==> src/rtl/video_syncgen_pkg.sv <==
// video_syncgen_pkg
//   Shared definitions for the video timing generator:
//   720p60 timing defaults, coordinate widths, pattern_sel encodings,
//   colour-bar palette and bar width.
package video_syncgen_pkg;

  localparam int unsigned H_ACTIVE_720P = 1280;
  localparam int unsigned H_FRONT_720P  = 110;
  localparam int unsigned H_SYNC_720P   = 40;
  localparam int unsigned H_BACK_720P   = 220;
  localparam int unsigned V_ACTIVE_720P = 720;
  localparam int unsigned V_FRONT_720P  = 5;
  localparam int unsigned V_SYNC_720P   = 5;
  localparam int unsigned V_BACK_720P   = 20;

  localparam int unsigned XPOS_W = 11;
  localparam int unsigned YPOS_W = 10;

  localparam int unsigned BAR_COUNT      = 8;
  localparam int unsigned BAR_WIDTH_720P = H_ACTIVE_720P / BAR_COUNT;

  typedef enum logic [1:0] {
    PAT_SOLID = 2'd0,
    PAT_BARS  = 2'd1,
    PAT_RAMP  = 2'd2,
    PAT_GRID  = 2'd3
  } pattern_t;

  // Colour bars, left to right.
  function automatic logic [23:0] bar_color(input logic [2:0] idx);
    logic [23:0] c;
    case (idx)
      3'd0:    c = 24'hC0C0C0;
      3'd1:    c = 24'hC0C000;
      3'd2:    c = 24'h00C0C0;
      3'd3:    c = 24'h00C000;
      3'd4:    c = 24'hC000C0;
      3'd5:    c = 24'hC00000;
      3'd6:    c = 24'h0000C0;
      default: c = 24'h000000;
    endcase
    return c;
  endfunction

endpackage

==> src/rtl/video_patgen.sv <==
// video_patgen
//   Background pattern source. Decodes the pixel colour from the
//   coordinates of the current counter state and registers it, so rgb
//   lines up with the other registered timing outputs of the top.
// Ports:
//   clock_sig, reset_sig  pixel clock, async active-high reset
//   active                current counter state lies in the active area
//   xpos, y_lsb           active coordinates (y low byte only)
//   pattern_sel, bg_color settings sampled at frame start
//   frame_cnt             frame number for the ramp pattern
//   rgb                   registered {R,G,B}, 0 outside active
module video_patgen import video_syncgen_pkg::*; #(
  parameter int unsigned BAR_W = BAR_WIDTH_720P
) (
  input  logic              clock_sig,
  input  logic              reset_sig,
  input  logic              active,
  input  logic [XPOS_W-1:0] xpos,
  input  logic [7:0]        y_lsb,
  input  pattern_t          pattern_sel,
  input  logic [23:0]       bg_color,
  input  logic [7:0]        frame_cnt,
  output logic [23:0]       rgb
);

  localparam logic [XPOS_W-1:0] BAR_LAST = XPOS_W'(BAR_W - 1);

  logic [XPOS_W-1:0] bar_cnt;
  logic [2:0]        bar_idx;
  logic [XPOS_W-1:0] cur_cnt;
  logic [2:0]        cur_idx;
  logic              line_first;
  logic [23:0]       pix;

  always_comb begin
    // The bar sub-counter restarts on the first active pixel of each line,
    // so the first pixel uses index 0 regardless of what is stored.
    line_first = active && (xpos == '0);
    cur_cnt    = line_first ? '0 : bar_cnt;
    cur_idx    = line_first ? '0 : bar_idx;
    case (pattern_sel)
      PAT_SOLID: pix = bg_color;
      PAT_BARS:  pix = bar_color(cur_idx);
      PAT_RAMP:  pix = {xpos[7:0], y_lsb, frame_cnt};
      PAT_GRID:  pix = ((xpos[5:0] == 6'd0) || (y_lsb[5:0] == 6'd0)) ?
                       24'hFFFFFF : bg_color;
      default:   pix = bg_color;
    endcase
  end

  always_ff @(posedge clock_sig or posedge reset_sig) begin
    if (reset_sig) begin
      rgb     <= '0;
      bar_cnt <= '0;
      bar_idx <= '0;
    end else begin
      rgb <= active ? pix : 24'h000000;
      if (active) begin
        if (cur_cnt == BAR_LAST) begin
          bar_cnt <= '0;
          bar_idx <= cur_idx + 3'd1;
        end else begin
          bar_cnt <= cur_cnt + 1'b1;
          bar_idx <= cur_idx;
        end
      end
    end
  end

endmodule

==> src/rtl/video_syncgen.sv <==
// video_syncgen
//   Video timing generator (720p60 by default) with built-in background
//   pattern. Every output is registered one clock after the counter state
//   it describes, so all outputs are mutually aligned.
// Ports:
//   clock_sig, reset_sig     pixel clock, async active-high reset
//   enable                   async run request (2-FF synchronised)
//   pattern_sel, bg_color    pattern choice / background, taken at frame start
//   active_out               pixel valid
//   r_out, g_out, b_out      pixel colour
//   hsyncn_out, vsyncn_out   active-low syncs
//   xpos_out, ypos_out       active coordinates, 0 outside active
//   frame_top                pulse on the first active pixel of a frame
module video_syncgen import video_syncgen_pkg::*; #(
  parameter int unsigned H_ACTIVE = H_ACTIVE_720P,
  parameter int unsigned H_FRONT  = H_FRONT_720P,
  parameter int unsigned H_SYNC   = H_SYNC_720P,
  parameter int unsigned H_BACK   = H_BACK_720P,
  parameter int unsigned V_ACTIVE = V_ACTIVE_720P,
  parameter int unsigned V_FRONT  = V_FRONT_720P,
  parameter int unsigned V_SYNC   = V_SYNC_720P,
  parameter int unsigned V_BACK   = V_BACK_720P
) (
  input  logic              clock_sig,
  input  logic              reset_sig,
  input  logic              enable,
  input  logic [1:0]        pattern_sel,
  input  logic [23:0]       bg_color,
  output logic              active_out,
  output logic [7:0]        r_out,
  output logic [7:0]        g_out,
  output logic [7:0]        b_out,
  output logic              hsyncn_out,
  output logic              vsyncn_out,
  output logic [XPOS_W-1:0] xpos_out,
  output logic [YPOS_W-1:0] ypos_out,
  output logic              frame_top
);

  localparam int unsigned H_TOTAL = H_SYNC + H_BACK + H_ACTIVE + H_FRONT;
  localparam int unsigned V_TOTAL = V_SYNC + V_BACK + V_ACTIVE + V_FRONT;

  localparam logic [XPOS_W-1:0] H_SYNC_END = XPOS_W'(H_SYNC);
  localparam logic [XPOS_W-1:0] H_ACT_BEG  = XPOS_W'(H_SYNC + H_BACK);
  localparam logic [XPOS_W-1:0] H_ACT_END  = XPOS_W'(H_SYNC + H_BACK + H_ACTIVE);
  localparam logic [XPOS_W-1:0] H_LAST     = XPOS_W'(H_TOTAL - 1);
  localparam logic [YPOS_W-1:0] V_SYNC_END = YPOS_W'(V_SYNC);
  localparam logic [YPOS_W-1:0] V_ACT_BEG  = YPOS_W'(V_SYNC + V_BACK);
  localparam logic [YPOS_W-1:0] V_ACT_END  = YPOS_W'(V_SYNC + V_BACK + V_ACTIVE);
  localparam logic [YPOS_W-1:0] V_LAST     = YPOS_W'(V_TOTAL - 1);

  logic              en_meta;
  logic              en_sync;
  logic [XPOS_W-1:0] hcount;
  logic [YPOS_W-1:0] vcount;
  logic [7:0]        frame_cnt;
  pattern_t          pat_q;
  logic [23:0]       bg_q;

  logic              in_active;
  logic              hsync_d;
  logic              vsync_d;
  logic              top_d;
  logic              frame_start;
  logic [XPOS_W-1:0] x_d;
  logic [YPOS_W-1:0] y_d;
  logic [23:0]       rgb;

  always_ff @(posedge clock_sig or posedge reset_sig) begin
    if (reset_sig) begin
      en_meta <= 1'b0;
      en_sync <= 1'b0;
    end else begin
      en_meta <= enable;
      en_sync <= en_meta;
    end
  end

  // While stopped the counters sit at 0, so the first running cycle is
  // always the start of a frame.
  always_ff @(posedge clock_sig or posedge reset_sig) begin
    if (reset_sig) begin
      hcount <= '0;
      vcount <= '0;
    end else if (!en_sync) begin
      hcount <= '0;
      vcount <= '0;
    end else if (hcount == H_LAST) begin
      hcount <= '0;
      vcount <= (vcount == V_LAST) ? '0 : vcount + 1'b1;
    end else begin
      hcount <= hcount + 1'b1;
    end
  end

  // Frame number only advances on completed frames; an aborted frame
  // leaves it unchanged.
  always_ff @(posedge clock_sig or posedge reset_sig) begin
    if (reset_sig) begin
      frame_cnt <= '0;
      pat_q     <= PAT_SOLID;
      bg_q      <= '0;
    end else begin
      if (en_sync && (hcount == H_LAST) && (vcount == V_LAST)) begin
        frame_cnt <= frame_cnt + 8'd1;
      end
      if (frame_start) begin
        pat_q <= pattern_t'(pattern_sel);
        bg_q  <= bg_color;
      end
    end
  end

  always_comb begin
    frame_start = en_sync && (hcount == '0) && (vcount == '0);
    in_active   = en_sync &&
                  (hcount >= H_ACT_BEG) && (hcount < H_ACT_END) &&
                  (vcount >= V_ACT_BEG) && (vcount < V_ACT_END);
    hsync_d     = en_sync && (hcount < H_SYNC_END);
    vsync_d     = en_sync && (vcount < V_SYNC_END);
    top_d       = in_active && (hcount == H_ACT_BEG) && (vcount == V_ACT_BEG);
    x_d         = in_active ? (hcount - H_ACT_BEG) : '0;
    y_d         = in_active ? (vcount - V_ACT_BEG) : '0;
  end

  always_ff @(posedge clock_sig or posedge reset_sig) begin
    if (reset_sig) begin
      active_out <= 1'b0;
      hsyncn_out <= 1'b1;
      vsyncn_out <= 1'b1;
      xpos_out   <= '0;
      ypos_out   <= '0;
      frame_top  <= 1'b0;
    end else begin
      active_out <= in_active;
      hsyncn_out <= ~hsync_d;
      vsyncn_out <= ~vsync_d;
      xpos_out   <= x_d;
      ypos_out   <= y_d;
      frame_top  <= top_d;
    end
  end

  video_patgen #(
    .BAR_W (H_ACTIVE / BAR_COUNT)
  ) u_patgen (
    .clock_sig   (clock_sig),
    .reset_sig   (reset_sig),
    .active      (in_active),
    .xpos        (x_d),
    .y_lsb       (y_d[7:0]),
    .pattern_sel (pat_q),
    .bg_color    (bg_q),
    .frame_cnt   (frame_cnt),
    .rgb         (rgb)
  );

  assign r_out = rgb[23:16];
  assign g_out = rgb[15:8];
  assign b_out = rgb[7:0];

endmodule

==> config.mk <==
export PLATFORM = sky130hd
export DESIGN_NAME = video_syncgen
export DESIGN_NICKNAME = d
export VERILOG_FILES = /design/src/rtl/video_syncgen_pkg.sv /design/src/rtl/video_patgen.sv /design/src/rtl/video_syncgen.sv
export SDC_FILE = /design/constraint.sdc
export NUM_CORES = 1
export LEC_CHECK = 0
export ABC_AREA = 1
export CELL_PAD_IN_SITES_DETAIL_PLACEMENT = 2
export CELL_PAD_IN_SITES_GLOBAL_PLACEMENT = 2
export CORE_AREA = 2 2 131 133
export DETAILED_ROUTE_END_ITERATION = 7
export DIE_AREA = 0 0 133 135
export PLACE_DENSITY = 0.87
export SETUP_SLACK_MARGIN = 0.15
export SLEW_MARGIN = 30
export SYNTH_ARGS = -nofsm -noshare
export SYNTH_HDL_FRONTEND = slang
export SYNTH_SLANG_ARGS = --single-unit
==> constraint.sdc <==
create_clock -name clock_sig -period 11.98 [get_ports clock_sig]
set_input_delay 3.594 -clock clock_sig [delete_from_list [all_inputs] [get_ports clock_sig]]
set_output_delay 3.594 -clock clock_sig [all_outputs]
set_load 0.05 [all_outputs]
# Word-level counts from Yosys, hierarchy flattened
# Index checks and enable logic that the tools add are counted.
[totals]
ff_bits = 120
latchBits = 0
ram_bits = 0
rom_bits = 0
elab_cells = 82
mem_count = 0
[op_classes]
n_addsub = 7
multipliers = 0
n_div = 0
magnitude_cmp = 6
n_eq_ne = 15
shifts = 0
n_mux = 15
bitwise = 2
n_reduce_logical = 21
[op_table]
columns = ["operator", "count"]
rows = [
  ["case mux 24 bit (7 select lines)", 1],
  ["case mux 24 bit (4 select lines)", 1],
  ["two-way mux 11 bit", 5],
  ["two-way mux 24 bit", 2],
  ["two-way mux 10 bit", 4],
  ["adder 11 x 1 -> 11 bit, second input constant", 2],
  ["zero test 11 bit", 2],
  ["logical AND 1 bit", 13],
  ["zero test 6 bit", 2],
  ["equality test 11 bit, second input constant", 1],
  ["equality test 11 x 8 -> 1 bit, second input constant", 1],
  ["equality test 11 x 9 -> 1 bit, second input constant", 1],
  [">= comparator 11 x 9 -> 1 bit, second input constant", 1],
  ["< comparator 11 bit, second input constant", 1],
  ["< comparator 11 x 6 -> 1 bit, second input constant", 1],
  ["subtractor 11 x 9 -> 11 bit, second input constant", 1],
  ["adder 10 x 1 -> 10 bit, second input constant", 1],
  ["equality test 10 bit, second input constant", 1],
  ["equality test 10 x 5 -> 1 bit, second input constant", 1],
  [">= comparator 10 x 5 -> 1 bit, second input constant", 1],
  ["zero test 10 bit", 1],
  ["< comparator 10 bit, second input constant", 1],
  ["< comparator 10 x 3 -> 1 bit, second input constant", 1],
  ["subtractor 10 x 5 -> 10 bit, second input constant", 1],
  ["13 further kinds", 19],
]

# Depth between registers and ports, before layout
[logic_depth]
ltp_word = 13
depth_mapped = 20
ltp_nobuf = 20

# By module
# A second synthesis with hierarchy kept.
[hier_totals]
hier_cells = 751
hier_area_um2 = 6383.6
[by_module_without_submodules]
columns = ["mod", "n_inst", "cells_per_inst", "area_per_inst_um2"]
rows = [
  ["video_syncgen", 1, 455, 4116.4],
  ["video_patgen", 1, 296, 2267.2],
]

# Worst setup path before layout
# Ideal clock, no wire load.
[synth_timing]
path_kind = "reg2out"
start = "register hsyncn_out"
end = "output hsyncn_out"
t_arrival_ns = 0.656
path_slack_ns = 7.730
stages_incl_launch_ff = 1
path_buffers = 0
cell_sequence = "dfstp_2"
[synth_rtl]
columns = ["element", "line_no", "text"]
rows = [
  ["start, declared", "video_syncgen.sv:33", "output logic hsyncn_out,"],
  ["start signal, assigned", "video_syncgen.sv:136", "hsyncn_out <= ~hsync_d;"],
]
# No word-level cell between the ends.

# Worst setup path in the final report
[layout_timing]
start = "register vsyncn_out"
end = "output vsyncn_out"
[layout_rtl]
columns = ["element", "line_no", "text"]
rows = [
  ["start, declared", "video_syncgen.sv:34", "output logic vsyncn_out,"],
  ["start signal, assigned", "video_syncgen.sv:137", "vsyncn_out <= ~vsync_d;"],
]
# No word-level cell between the ends.

==> impl_metrics.csv <==
group,metric,value,unit
cells_and_area,final_common_cell,"nand2_1",
worst_setup_path,crit_family,"buffers and inverters",
cts,cts_setup_buffers,0,
cells_and_area,ff_latch_area,3010,um^2
logic_synthesis,synthDistinctLibCells,40,
floorplan,fp.dieArea,18000,um^2
logic_synthesis,synth_fp_nets,720,
logic_synthesis,syn_area_per_cell,8.91,um^2
pwr,power.leakage,0.00348,uW
cts,clk_pin_slew,0.06,ns
worst_setup_path,crit_chain,"clkdlybuf4s50_1",
floorplan,core-area,16400,um^2
logic_synthesis,synth-adder-area-share,0.0269,
timing,period_minus_slack,5.33,ns
routing,drc_errors,0,
worst_setup_path,worstPathBufferInverterCount,1,
placement,dp_hpwl,14.9,mm
floorplan,initial_core_util,0.368,
worst_setup_path,worstSetupStartpointType,"flop",
cells_and_area,fillers,1744,
floorplan,rows,47,
cells_and_area,fin_nets,798,
timing,finalHoldViolations,0,
cts,cts_tree,"yes",
logic_synthesis,synthSimpleGateAreaFrac,0.208,
worst_setup_path,worst_ep_required_time,8.39,ns
logic_synthesis,synth_mux_area_frac,0.0503,
min_path,hold_class,"reg -> reg",
timing,max_freq,187,MHz
timing,worst_pin_slew,0.815,ns
routing,routed_wl,23.5,mm
worst_setup_path,path_class,"reg -> out",
status,outcome,"complete, no violations",
global_route,grt_pass1_vias,6343,
global_route,antenna_found_initial,0,
timing,whs,0.351,ns
worst_setup_path,end_kind,"output port",
logic_synthesis,synth_compound_area_frac,0.117,
timing,final_max_slew_viol_count,0,
cts,clkSinkCount,120,
logic_synthesis,ys_ff_latch,120,
worst_setup_path,crit_path_max_incr_delay,0.79,ns
cts,cts_resized,0,
timing,rsz0062_at_grt,"false",
worst_setup_path,arrival,1.74,ns
floorplan,top_level_ports,78,
flow_run,drv_cap,0,
pwr,p_per_area,141,nW/um^2
cells_and_area,final_cell_mix,"nand2_1, dfrtp_1, clkdlybuf4s50_1",
floorplan,die_w,133,um
logic_synthesis,seq_area_frac_synth,0.498,
logic_synthesis,async_reset_ff_frac,1.00,
routing,vias_per_cell,5.45,
routing,first_iter_violations,217,
timing,finalSetupTns,0,ns
logic_synthesis,synth-xor-area-share,0.0334,
routing,drt_pass1_iterations,5,
logic_synthesis,synth_top_family_by_area,"simple AND/OR/NAND/NOR gates",
placement,port_buffers,77,
cts,cts_max_level,4,
pwr,peakVddDrop,108,uV
global_route,grt_use_total,0.277,
floorplan,die_h,135,um
timing,setup_violations,0,
cells_and_area,drive_gt1_frac,0.135,
timing,clock-skew-final,0.0180,ns
placement,globalplace.congestion,0.792,
logic_synthesis,yosys_warnings,0,
timing,period_share,0.445,
logic_synthesis,synthesis.area,6040,um^2
routing,dr_total_vias,5391,
cts,insertion_delay,0.45,ns
global_route,grt_max_degree,63,
global_route,grt_overflow,0,
cts,cts_hold_buf,0,
logic_synthesis,synthCells,678,
cts,numCtsBuffers,17,
routing,ant_nets,0,
cts,clk_path_buf_depth,2,
worst_setup_path,cp_slowest_cell,"clkdlybuf4s50_1",
cells_and_area,diodes,0,
worst_setup_path,worst-path-max-fanout,1,
logic_synthesis,synth_edf_count,0,
global_route,grt_pass1_wl,37.3,mm
cells_and_area,multi_input_area,2640,um^2
cts,ctsRootBufferMaster,"clkbuf_16",
cells_and_area,area_growth,25.2,%
timing,relSlewSlack,0.456,
routing,wire_per_inst,23.8,um
logic_synthesis,ys.flop_type,"dfrtp_1",
==> path summary, 6_finish.rpt <==
kind,from,to,slack [ns],depth (start not counted)
worst max register to register,vcount[0],u_patgen.rgb[14],7.86,18
worst max-delay path,vsyncn_out,vsyncn_out,6.65,1
max in group asynchronous,reset_sig,bg_q[10],7.01,3
min in group asynchronous,reset_sig,u_patgen.bar_idx[1],3.65,2
worst min-delay path,en_meta,en_sync,0.35,0
worst min register to register,en_meta,en_sync,0.35,0
==> area by class of cell <==
class	count	area share
Clock buffer	18	0.0581
Clock inverter	14	0.0167
Inverter	75	0.0379
Multi-Input combinational cell	462	0.349
Sequential cell	120	0.397
Tap cell	220	0.0364
Timing Repair Buffer	80	0.105
==> metal layers <==
| layer | vias to the layer above | global-route usage | part of all wire |
|---|---|---|---|
| met3 | 60 | 0.0571 | 0.033 |
| met1 | 2795 | 0.304 | 0.39 |
| li1 | 2396 | - | - |
| met2 | 140 | 0.511 | 0.54 |
| met4 | 0 | 0.131 | 0.039 |
| met5 | - | 0 | 0 |
==> metrics by stage <==
stage                     setup slack [ns]   util  std cells  area [um^2]  power, uW
final                                 6.65  0.461        989         7560       1070
after global routing                  6.62  0.461        989         7560       1100
after CTS                             6.62  0.461        989         7560       1080
after detailed placement              6.45  0.426        957         7000        567
after global placement                6.55  0.426        957         6990        550
after floorplan                       5.20      -        678         6040        519
==> sequential cells by signal, summed over array words and instances, names as in the netlist <==
signal and cells:
u_patgen.bar_idx 3, hcount 11, bg_q 24, ypos_out 10, en_sync 1, u_patgen.bar_cnt 11
u_patgen.rgb 24, vsyncn_out 1, frame_top 1, frame_cnt 8, vcount 10, hsyncn_out 1
active_out 1, en_meta 1, xpos_out 11, pat_q 2
==> cell families (layout without fill, tap and decap cells) <==
family / Yosys count / in the layout
flip-flops: 120 / 120
buffers and inverters: 96 / 187
AO/OA/AOI/OAI: 127 / 127
multiplexers: 27 / 27
XOR/XNOR: 23 / 23
AND/OR/NAND/NOR: 272 / 272
adder cells (fa/ha/maj): 13 / 13
==> power breakdown <==
group	switching, uW	total, uW	leakage, uW	internal (uW)
registers	23.4	452	0.00160	428
logic	76.4	118	0.00162	41.2
clock network	209	499	0.000253	290
==> cell usage after synthesis, drive strengths merged (13+ instances only) <==
master / count / area, um^2
nor3: 14 / 70.1
inv: 75 / 284
mux2: 27 / 304
nand3: 38 / 190
o21ai: 79 / 399
nand2: 129 / 517
a21oi: 19 / 98.9
nor2: 76 / 380
dfrtp: 118 / 2950
ha: 13 / 163
xor2: 17 / 149
clkbuf: 14 / 52.6
Power figures use the tool's default switching activity.
